### src/rtl/ula4_arb_if.sv
// Bundle of requester, datapath and status signals around the shared ula4 arbiter.
// The arbiter connects to the slave view and the surrounding logic to the master view.
interface ula4_arb_if #(
    parameter int W   = 4,
    parameter int OPW = 4
) ();
    logic           req0, req1;
    logic [W-1:0]   a0, b0, a1, b1;
    logic [OPW-1:0] op0, op1;
    logic           ack0, ack1;
    logic           res_valid0, res_valid1;
    logic [W-1:0]   res0, res1;
    logic           ov0, ov1;
    logic           res_ready0, res_ready1;
    logic [W-1:0]   alu_a, alu_b, alu_out;
    logic [OPW-1:0] alu_op;
    logic           alu_ov;
    logic           busy, err_timeout;

    modport slave (
        input  req0, a0, b0, op0, res_ready0,
        input  req1, a1, b1, op1, res_ready1,
        input  alu_out, alu_ov,
        output ack0, res_valid0, res0, ov0,
        output ack1, res_valid1, res1, ov1,
        output alu_a, alu_b, alu_op, busy, err_timeout
    );

    modport master (
        output req0, a0, b0, op0, res_ready0,
        output req1, a1, b1, op1, res_ready1,
        output alu_out, alu_ov,
        input  ack0, res_valid0, res0, ov0,
        input  ack1, res_valid1, res1, ov1,
        input  alu_a, alu_b, alu_op, busy, err_timeout
    );
endinterface

### src/rtl/ula4_arb.sv
// Round-robin arbiter/sequencer sharing one ula4 between two requesters:
// IDLE grants and latches operands, EXEC lets ula4 settle, RESP hands the result back.
module ula4_arb #(
    parameter int W            = 4,
    parameter int OPW          = 4,
    parameter int RESP_TIMEOUT = 15
) (
    input logic       clk,
    input logic       rst,
    ula4_arb_if.slave bus
);
    localparam int CW = (RESP_TIMEOUT < 2) ? 1 : $clog2(RESP_TIMEOUT + 1);
    localparam logic [CW-1:0] TO_LAST = (RESP_TIMEOUT == 0) ? '0 : CW'(RESP_TIMEOUT - 1);

    typedef enum logic [1:0] {IDLE, EXEC, RESP} state_t;

    state_t         state_reg, state_next;
    logic [1:0]     req, res_ready, ack, capture, drop;
    logic [W-1:0]   a_in [2];
    logic [W-1:0]   b_in [2];
    logic [OPW-1:0] op_in [2];
    logic           pick;
    logic           grant_reg, grant_next;
    logic           last_grant_reg, last_grant_next;
    logic [CW-1:0]  cnt_reg, cnt_next;
    logic [W-1:0]   alu_a_reg, alu_a_next, alu_b_reg, alu_b_next;
    logic [OPW-1:0] alu_op_reg, alu_op_next;
    logic           err_reg, err_next;

    assign req       = {bus.req1, bus.req0};
    assign res_ready = {bus.res_ready1, bus.res_ready0};
    assign a_in[0]   = bus.a0;
    assign a_in[1]   = bus.a1;
    assign b_in[0]   = bus.b0;
    assign b_in[1]   = bus.b1;
    assign op_in[0]  = bus.op0;
    assign op_in[1]  = bus.op1;

    // Requester 1 wins when alone, or on a tie when requester 0 was served last.
    assign pick = req[1] & (~req[0] | ~last_grant_reg);

    always_ff @(posedge clk) begin
        if (rst) begin
            state_reg      <= IDLE;
            grant_reg      <= 1'b0;
            last_grant_reg <= 1'b1;
            cnt_reg        <= '0;
            alu_a_reg      <= '0;
            alu_b_reg      <= '0;
            alu_op_reg     <= '0;
            err_reg        <= 1'b0;
        end else begin
            state_reg      <= state_next;
            grant_reg      <= grant_next;
            last_grant_reg <= last_grant_next;
            cnt_reg        <= cnt_next;
            alu_a_reg      <= alu_a_next;
            alu_b_reg      <= alu_b_next;
            alu_op_reg     <= alu_op_next;
            err_reg        <= err_next;
        end
    end

    always_comb begin
        state_next      = state_reg;
        grant_next      = grant_reg;
        last_grant_next = last_grant_reg;
        cnt_next        = cnt_reg;
        alu_a_next      = alu_a_reg;
        alu_b_next      = alu_b_reg;
        alu_op_next     = alu_op_reg;
        err_next        = 1'b0;
        ack             = '0;
        capture         = '0;
        drop            = '0;
        case (state_reg)
            IDLE: begin
                if (|req) begin
                    ack[pick]   = 1'b1;
                    grant_next  = pick;
                    alu_a_next  = a_in[pick];
                    alu_b_next  = b_in[pick];
                    alu_op_next = op_in[pick];
                    state_next  = EXEC;
                end
            end
            EXEC: begin
                capture[grant_reg] = 1'b1;
                cnt_next           = '0;
                state_next         = RESP;
            end
            RESP: begin
                if (res_ready[grant_reg]) begin
                    drop[grant_reg] = 1'b1;
                    last_grant_next = grant_reg;
                    state_next      = IDLE;
                end else if ((RESP_TIMEOUT != 0) && (cnt_reg == TO_LAST)) begin
                    drop[grant_reg] = 1'b1;
                    err_next        = 1'b1;
                    last_grant_next = grant_reg;
                    state_next      = IDLE;
                end else if (RESP_TIMEOUT != 0) begin
                    cnt_next = cnt_reg + 1'b1;
                end
            end
            default: state_next = IDLE;
        endcase
        // ack is combinational, so it must be masked while reset forces outputs low.
        if (rst) ack = '0;
    end

    for (genvar gi = 0; gi < 2; gi++) begin : g_port
        logic [W-1:0] res_reg;
        logic         ov_reg, valid_reg;

        always_ff @(posedge clk) begin
            if (rst) begin
                res_reg   <= '0;
                ov_reg    <= 1'b0;
                valid_reg <= 1'b0;
            end else if (capture[gi]) begin
                res_reg   <= bus.alu_out;
                ov_reg    <= bus.alu_ov;
                valid_reg <= 1'b1;
            end else if (drop[gi]) begin
                valid_reg <= 1'b0;
            end
        end
    end

    assign bus.ack0        = ack[0];
    assign bus.ack1        = ack[1];
    assign bus.res0        = g_port[0].res_reg;
    assign bus.ov0         = g_port[0].ov_reg;
    assign bus.res_valid0  = g_port[0].valid_reg;
    assign bus.res1        = g_port[1].res_reg;
    assign bus.ov1         = g_port[1].ov_reg;
    assign bus.res_valid1  = g_port[1].valid_reg;
    assign bus.alu_a       = alu_a_reg;
    assign bus.alu_b       = alu_b_reg;
    assign bus.alu_op      = alu_op_reg;
    assign bus.busy        = (state_reg != IDLE);
    assign bus.err_timeout = err_reg;
endmodule
### src/flat_wrapper.sv
// flat-port wrapper written by rule: the top's interface ports become plain ports
module ula4_arb_flat 
#(
    parameter int W            = 4,
    parameter int OPW          = 4,
    parameter int RESP_TIMEOUT = 15
)
  (clk, rst, bus_req0, bus_a0, bus_b0, bus_op0, bus_res_ready0, bus_req1, bus_a1, bus_b1, bus_op1, bus_res_ready1, bus_alu_out, bus_alu_ov, bus_ack0, bus_res_valid0, bus_res0, bus_ov0, bus_ack1, bus_res_valid1, bus_res1, bus_ov1, bus_alu_a, bus_alu_b, bus_alu_op, bus_busy, bus_err_timeout);
  ula4_arb_if #(.W(W), .OPW(OPW)) bus_i ();
  input logic clk;
  input logic rst;
  input wire logic [$bits(bus_i.req0)-1:0] bus_req0;
  input wire logic [$bits(bus_i.a0)-1:0] bus_a0;
  input wire logic [$bits(bus_i.b0)-1:0] bus_b0;
  input wire logic [$bits(bus_i.op0)-1:0] bus_op0;
  input wire logic [$bits(bus_i.res_ready0)-1:0] bus_res_ready0;
  input wire logic [$bits(bus_i.req1)-1:0] bus_req1;
  input wire logic [$bits(bus_i.a1)-1:0] bus_a1;
  input wire logic [$bits(bus_i.b1)-1:0] bus_b1;
  input wire logic [$bits(bus_i.op1)-1:0] bus_op1;
  input wire logic [$bits(bus_i.res_ready1)-1:0] bus_res_ready1;
  input wire logic [$bits(bus_i.alu_out)-1:0] bus_alu_out;
  input wire logic [$bits(bus_i.alu_ov)-1:0] bus_alu_ov;
  output wire logic [$bits(bus_i.ack0)-1:0] bus_ack0;
  output wire logic [$bits(bus_i.res_valid0)-1:0] bus_res_valid0;
  output wire logic [$bits(bus_i.res0)-1:0] bus_res0;
  output wire logic [$bits(bus_i.ov0)-1:0] bus_ov0;
  output wire logic [$bits(bus_i.ack1)-1:0] bus_ack1;
  output wire logic [$bits(bus_i.res_valid1)-1:0] bus_res_valid1;
  output wire logic [$bits(bus_i.res1)-1:0] bus_res1;
  output wire logic [$bits(bus_i.ov1)-1:0] bus_ov1;
  output wire logic [$bits(bus_i.alu_a)-1:0] bus_alu_a;
  output wire logic [$bits(bus_i.alu_b)-1:0] bus_alu_b;
  output wire logic [$bits(bus_i.alu_op)-1:0] bus_alu_op;
  output wire logic [$bits(bus_i.busy)-1:0] bus_busy;
  output wire logic [$bits(bus_i.err_timeout)-1:0] bus_err_timeout;
  assign bus_i.req0 = bus_req0;
  assign bus_i.a0 = bus_a0;
  assign bus_i.b0 = bus_b0;
  assign bus_i.op0 = bus_op0;
  assign bus_i.res_ready0 = bus_res_ready0;
  assign bus_i.req1 = bus_req1;
  assign bus_i.a1 = bus_a1;
  assign bus_i.b1 = bus_b1;
  assign bus_i.op1 = bus_op1;
  assign bus_i.res_ready1 = bus_res_ready1;
  assign bus_i.alu_out = bus_alu_out;
  assign bus_i.alu_ov = bus_alu_ov;
  assign bus_ack0 = bus_i.ack0;
  assign bus_res_valid0 = bus_i.res_valid0;
  assign bus_res0 = bus_i.res0;
  assign bus_ov0 = bus_i.ov0;
  assign bus_ack1 = bus_i.ack1;
  assign bus_res_valid1 = bus_i.res_valid1;
  assign bus_res1 = bus_i.res1;
  assign bus_ov1 = bus_i.ov1;
  assign bus_alu_a = bus_i.alu_a;
  assign bus_alu_b = bus_i.alu_b;
  assign bus_alu_op = bus_i.alu_op;
  assign bus_busy = bus_i.busy;
  assign bus_err_timeout = bus_i.err_timeout;
  ula4_arb #(.W(W), .OPW(OPW), .RESP_TIMEOUT(RESP_TIMEOUT)) u_core (.clk(clk), .rst(rst), .bus(bus_i));
endmodule
### config.mk
export PLATFORM = sky130hd
export DESIGN_NAME = ula4_arb_flat
export DESIGN_NICKNAME = d
export VERILOG_FILES = /design/src/rtl/ula4_arb_if.sv /design/src/rtl/ula4_arb.sv /design/src/flat_wrapper.sv
export SDC_FILE = /design/constraint.sdc
export NUM_CORES = 1
export LEC_CHECK = 0
export ABC_AREA = 1
export ABC_CLOCK_PERIOD_IN_PS = 1800
export CAP_MARGIN = 20
export CORE_MARGIN = 3
export CORE_UTILIZATION = 42
export DETAILED_ROUTE_END_ITERATION = 8
export GPL_ROUTABILITY_DRIVEN = 1
export PLACE_DENSITY = 0.79
export REMOVE_ABC_BUFFERS = 1
export SLEW_MARGIN = 30
export SYNTH_ARGS = -nofsm -noshare
export SYNTH_HDL_FRONTEND = slang
export SYNTH_SLANG_ARGS = --single-unit
### constraint.sdc
create_clock -name clk -period 1.8 [get_ports clk]
set_clock_uncertainty 0.1 [all_clocks]
set_input_delay 0.18 -clock clk [delete_from_list [all_inputs] [get_ports clk]]
set_output_delay 0.18 -clock clk [all_outputs]
set_load 0.1 [all_outputs]
==> results of run 1 <==
==> cells by family after synthesis <==
family / count (synthesis) / share of synthesized area
DFF: 33 / 0.443
AOI/OAI and AO/OA: 38 / 0.144
adders and majority gates: 6 / 0.0504
and+or+nand+nor: 101 / 0.295
buffers and inverters: 22 / 0.0672
==> power breakdown <==
| group | switching [mW] | internal, mW | leakage, nW |
|---|---|---|---|
| logic | 0.684 | 0.295 | 0.702 |
| registers | 0.0413 | 0.798 | 0.271 |
| clock network | 0.249 | 0.149 | 0.0320 |
==> cells in the final DEF, fill, tap and decap left out, types with 2 or more instances in the layout <==
master	count
buf_12	3
nor2_1	25
nand3_1	21
o21ai_0	18
buf_4	41
nand4_1	2
clkbuf_4	5
a21oi_1	9
clkdlybuf4s50_1	34
ha_1	5
a31oi_1	8
clkinv_2	3
nand2_1	47
dfxtp_1	31
inv_1	14
==> worst max-delay path: cells and delay by family, from the launching register on <==
kind	cells	cell delay (ns)
buffers and inverters	3	0.37
flip-flops	1	0.38
AO/OA/AOI/OAI	1	0.08
adder cells (fa/ha/maj)	1	0.16
AND/OR/NAND/NOR	1	0.15
==> per-stage QoR <==
stage	util	power, mW	TNS, ns	instances
after global routing	0.678	2.32	-0.0364	327
after global placement	0.640	1.78	0	312
after floorplan	-	1.50	-3.43	195
final	0.678	2.22	0	327
after detailed placement	0.640	1.79	0	312
after CTS	0.661	2.20	0	321
==> timing repair <==
item,4_1_cts,5_1_grt
pin swaps,1,3
endpoints found under the setup margin,3,2
setup buffers,1,6
gates resized for setup,5,4
==> routing by layer <==
layer,track usage,vias up,wire length [µm]
met2,0.311,46,1820
met4,0.0492,0,37
met1,0.208,714,1550
met5,0,-,0
li1,-,824,-
met3,0.0667,7,288
==> area by class of cell <==
class,count,share of cell area
timing repair buffer,78,0.308
sequential,33,0.289
tap,46,0.0250
clock buffer,6,0.0180
clock inverter,2,0.00435
multi-input combinational,145,0.326
inverter,17,0.0294
==> final timing paths <==
path                                      start                                 end  cells after the start
max            u_core.state_reg[0]$_SDFFE_PP0P_                            bus_ack0                      6
min                                  bus_op0[0]   u_core.bus.alu_op[0]$_SDFFE_PP0P_                      3
max reg2reg    u_core.state_reg[0]$_SDFFE_PP0P_      u_core.cnt_reg[0]$_SDFFE_PP0P_                      7
min reg2reg  u_core.bus.res_valid0$_SDFFE_PP0P_  u_core.bus.res_valid0$_SDFFE_PP0P_                      2
==> impl_metrics.tcl, run 1 <==
set metrics [dict create \
    status "finished, final reports clean" \
    dr.first_iter.drc_count 82 \
    antenna_found_initial 0 \
    synth.avg_cell_area_um2 7.45 \
    synth_most_common_cell "nand2_1" \
    drive_gt1_frac 0.224 \
    synth_edf_count 0 \
    synth_top_area_cell "dfxtp_1" \
    ys.flop_type "dfxtp_1" \
    via_count 1591 \
    cts_tree "built" \
    max_freq_mhz 571 \
    rows 21 \
    tightestPinTransition_ns 0.286 \
    grt_pass1_wl_um 6010 \
    critical_path_class "reg -> out" \
    regArea_um2 666 \
    grt_max_degree 16 \
    syn-cell-area_um2 1490 \
    areaGrowthSynthToFinish_pct 54.3 \
    setup_viol 0 \
    htree_levels 2 \
    finalCritPeriodShare 0.973 \
    clockBufferDepth 2 \
    synth-seq-area-share 0.443 \
    core-area_um2 3390 \
    synthDistinctLibCells 23 \
    cp_data_required_time_ns 1.52 \
    place.gp.congestion 0.776 \
    io_buffers 62 \
    setup_ws_ns 0.0480 \
    min_period_ns 1.75 \
    fp.dieH_um 65.6 \
    grt_pass1_vias 1428 \
    cts.sinks 33 \
    ys_warn_count 0 \
    critPathArrivalTime_ns 1.47 \
    rsz0062_at_grt "yes" \
    yosys-top-cells-area "dfxtp_1, nand2_1, nand3_1" \
    clk_latency_ns 0.33 \
    path_cells "inv_4 > ha_4 > o21ai_4 > nor3_2 > buf_4 > buf_12" \
    slowest_stage "dfxtp_4" \
    synthCells 200 \
    maxCapViolCount 0 \
    worstPathMaxFanout 4 \
    dpl_cell_area_um2 2170 \
    die_width_um 65.6 \
    endpoint_kind "primary output" \
    viasPerCell 4.87 \
    fin_area_um2 2300 \
    synth_top_area_share 0.443 \
    ios 63 \
    synth-seq-cells 33 \
    leakage_nw 1.01 \
    path_clk_slew_ns 0.10 \
    reg2reg_slack_ns 0.19 \
    finalHoldWorstSlack_ns 0.301 \
    nNetsFinal 321 \
    ys_top_cells_by_count "nand2_1, dfxtp_1, nor2_1" \
    track_usage 0.180 \
    post-dp-hpwl_um 2780 \
    root_buffer "clkbuf_4" \
    drc 0 \
    postRouteAntennaNets 0 \
    cts_buffers 5 \
    worstHoldPathType "in -> reg" \
    place_ws_ns 0.00240 \
    maxSlewViolCount 0 \
    design.die.area_um2 4300 \
    cts_hold_buf 0 \
    fillers 277 \
    critPathLaunchType "flip-flop" \
    p_per_area_nw_per_um2 963 \
    max_slew_margin 0.811 \
    start_util 0.440 \
    async_reset_ff_frac 0 \
    hold_viol 0 \
    multi_input_area_um2 749 \
    grt-ovfl-total 0 \
    wirelength_um 3700 \
    max_stage_delay_ns 0.38 \
    antenna_cells 0 \
    peakVddDrop_mv 0.496 \
    dr.pass1.iters 4 \
    drt-wirelength-per-cell_um 11.3 \
]
No activity file was read; power rests on OpenSTA's default activity.
==> run 2: changes to the inputs <==
--- a/config.mk
+++ b/config.mk
@@ -12,6 +12,7 @@
 export CORE_UTILIZATION = 42
 export DETAILED_ROUTE_END_ITERATION = 8
 export GPL_ROUTABILITY_DRIVEN = 1
+export GPL_TIMING_DRIVEN = 0
 export PLACE_DENSITY = 0.79
 export REMOVE_ABC_BUFFERS = 1
 export SLEW_MARGIN = 30
==> run 2 against run 1 <==
Compared with the run above: sequential cell count is the same; critical path depth shrank 1; clock-buffer cell count is the same; non-clock buffer count shrank 12; largest power group unchanged; setup slack lost 0.0059 ns; largest cell class unchanged; fmax shrank 0.34%; design area shrank 5.4%; utilization shrank 3.7 points; wire length shrank 0.70%; critical endpoint unchanged; combinational power shrank 8.4%; global-route usage shrank 0.73 points; highest routed layer unchanged.
==> impl_metrics.tcl, run 2 (same netlist as run 1, synthesis figures left out) <==
set metrics [dict create \
    setup_ws_ns 0.0421 \
    drt-wirelength-per-cell_um 11.6 \
    fp.dieH_um 65.6 \
    postRouteAntennaNets 0 \
    p_per_area_nw_per_um2 981 \
    cts.sinks 33 \
    dr.first_iter.drc_count 71 \
    grt_max_degree 24 \
    peakVddDrop_mv 0.516 \
    place.gp.congestion 0.751 \
    critPathArrivalTime_ns 1.48 \
    critical_path_class "reg -> out" \
    clk_latency_ns 0.33 \
    critPathBufInv 2 \
    start_util 0.440 \
    dpl_cell_area_um2 2130 \
    max_freq_mhz 569 \
    critPathLaunchType "flip-flop" \
    drive_gt1_frac 0.196 \
    design.die.area_um2 4300 \
    grt_pass1_vias 1392 \
    dr.pass1.iters 4 \
    slowest_stage "dfxtp_2" \
    htree_levels 2 \
    fin_area_um2 2170 \
    clockBufferDepth 2 \
    cts_hold_buf 0 \
    antenna_cells 0 \
    max_slew_margin 0.456 \
    worstPathMaxFanout 6 \
    finalPower_mw 2.13 \
    fillers 309 \
    postLayoutCoreUtil 0.642 \
    via_count 1503 \
    die_width_um 65.6 \
    maxCapViolCount 0 \
    setup_tns_ns 0 \
    io_buffers 62 \
    cts_tree "built" \
    track_usage 0.173 \
    status "finished, final reports clean" \
    antenna_found_initial 0 \
    wirelength_um 3670 \
    final_common_cell "nand2_1" \
    core-area_um2 3390 \
    rows 21 \
    grt_pass1_wl_um 5870 \
    finalCritPeriodShare 0.977 \
    leakage_nw 0.928 \
    rsz0062_at_grt "yes" \
    max_stage_delay_ns 0.34 \
    cp_data_required_time_ns 1.52 \
    drc 0 \
    nNetsFinal 310 \
    final_cell_mix "nand2_1, clkdlybuf4s50_1, dfxtp_1, nor2_1" \
    worstHoldPathType "in -> reg" \
    ios 63 \
    path_clk_slew_ns 0.10 \
    tightestPinTransition_ns 0.814 \
    root_buffer "clkbuf_4" \
    viasPerCell 4.76 \
    cts_buffers 5 \
    crit_family "flip-flops" \
    setup_viol 0 \
    path_cells "inv_2 > ha_4 > o21ai_4 > nor3_4 > buf_12" \
    grt-ovfl-total 0 \
    hold_viol 0 \
    areaGrowthSynthToFinish_pct 45.9 \
    post-dp-hpwl_um 2550 \
    maxSlewViolCount 0 \
    min_period_ns 1.76 \
    endpoint_kind "primary output" \
    place_ws_ns -1.16 \
]
-- run 2: worst paths after layout --
kind / slack (ns) / endpoint / cells past startpoint / from
worst min-delay path: 0.30 / u_core.bus.alu_b[3]$_SDFFE_PP0P_ / 3 / bus_b0[3]
worst min register to register: 0.37 / u_core.bus.res_valid0$_SDFFE_PP0P_ / 2 / u_core.bus.res_valid0$_SDFFE_PP0P_
worst max-delay path: 0.04 / bus_ack0 / 5 / u_core.state_reg[1]$_SDFFE_PP0P_
worst max register to register: 0.24 / u_core.bus.alu_b[0]$_SDFFE_PP0P_ / 7 / u_core.state_reg[0]$_SDFFE_PP0P_
-- run 2: layer usage --
metal,vias to the layer above,track usage,part of all wire
met5,-,0,0
met4,0,0.0544,0.0079
met3,6,0.0684,0.081
met2,46,0.290,0.47
met1,653,0.201,0.44
li1,798,-,-
-- run 2: report_power, final --
part | internal (mW) | leakage [nW] | switching (mW)
clock | 0.149 | 0.0320 | 0.252
sequential | 0.798 | 0.271 | 0.0387
combinational | 0.223 | 0.625 | 0.674
total | 1.17 | 0.928 | 0.965
-- run 2: timing repair --
action,4_1_cts,5_1_grt
buffers inserted,2,2
gates resized for setup,80,30
pin swaps,0,2
cloned,0,1
endpoints found under the setup margin,28,34
-- run 2: area by class of cell --
cell class                      count  area [µm²]  area share
Sequential cell                    33         663       0.305
Multi-Input combinational cell    145         756       0.348
Tap cell                           46        57.6      0.0265
Inverter                           17        68.8      0.0316
Timing Repair Buffer               66         571       0.262
Timing Repair inverter              1        7.51     0.00345
Clock inverter                      2        10.0     0.00460
Clock buffer                        6        41.3      0.0190
-- run 2: stage by stage --
step                      cells  hold slack [ns]
after global routing        316            0.291
after global placement      303            0.352
after CTS                   313            0.296
after detailed placement    303            0.362
final                       316            0.302
after floorplan             195            0.149
-- run 2: worst register-to-register path: stages, from the launching register on --
cell and delay (ns):
dfxtp_2 0.38, inv_2 0.06, ha_4 0.19, o21ai_4 0.09, buf_4 0.19, clkinv_2 0.18
o21ai_0 0.21, a31oi_1 0.05
==> run 3: changes to the inputs <==
--- a/config.mk
+++ b/config.mk
@@ -15,7 +15,6 @@
 export GPL_TIMING_DRIVEN = 0
 export PLACE_DENSITY = 0.79
 export REMOVE_ABC_BUFFERS = 1
-export SLEW_MARGIN = 30
 export SYNTH_ARGS = -nofsm -noshare
 export SYNTH_HDL_FRONTEND = slang
 export SYNTH_SLANG_ARGS = --single-unit
==> results of run 3 <==
No change in the layout: final DEF, timing and power equal those of run 2.
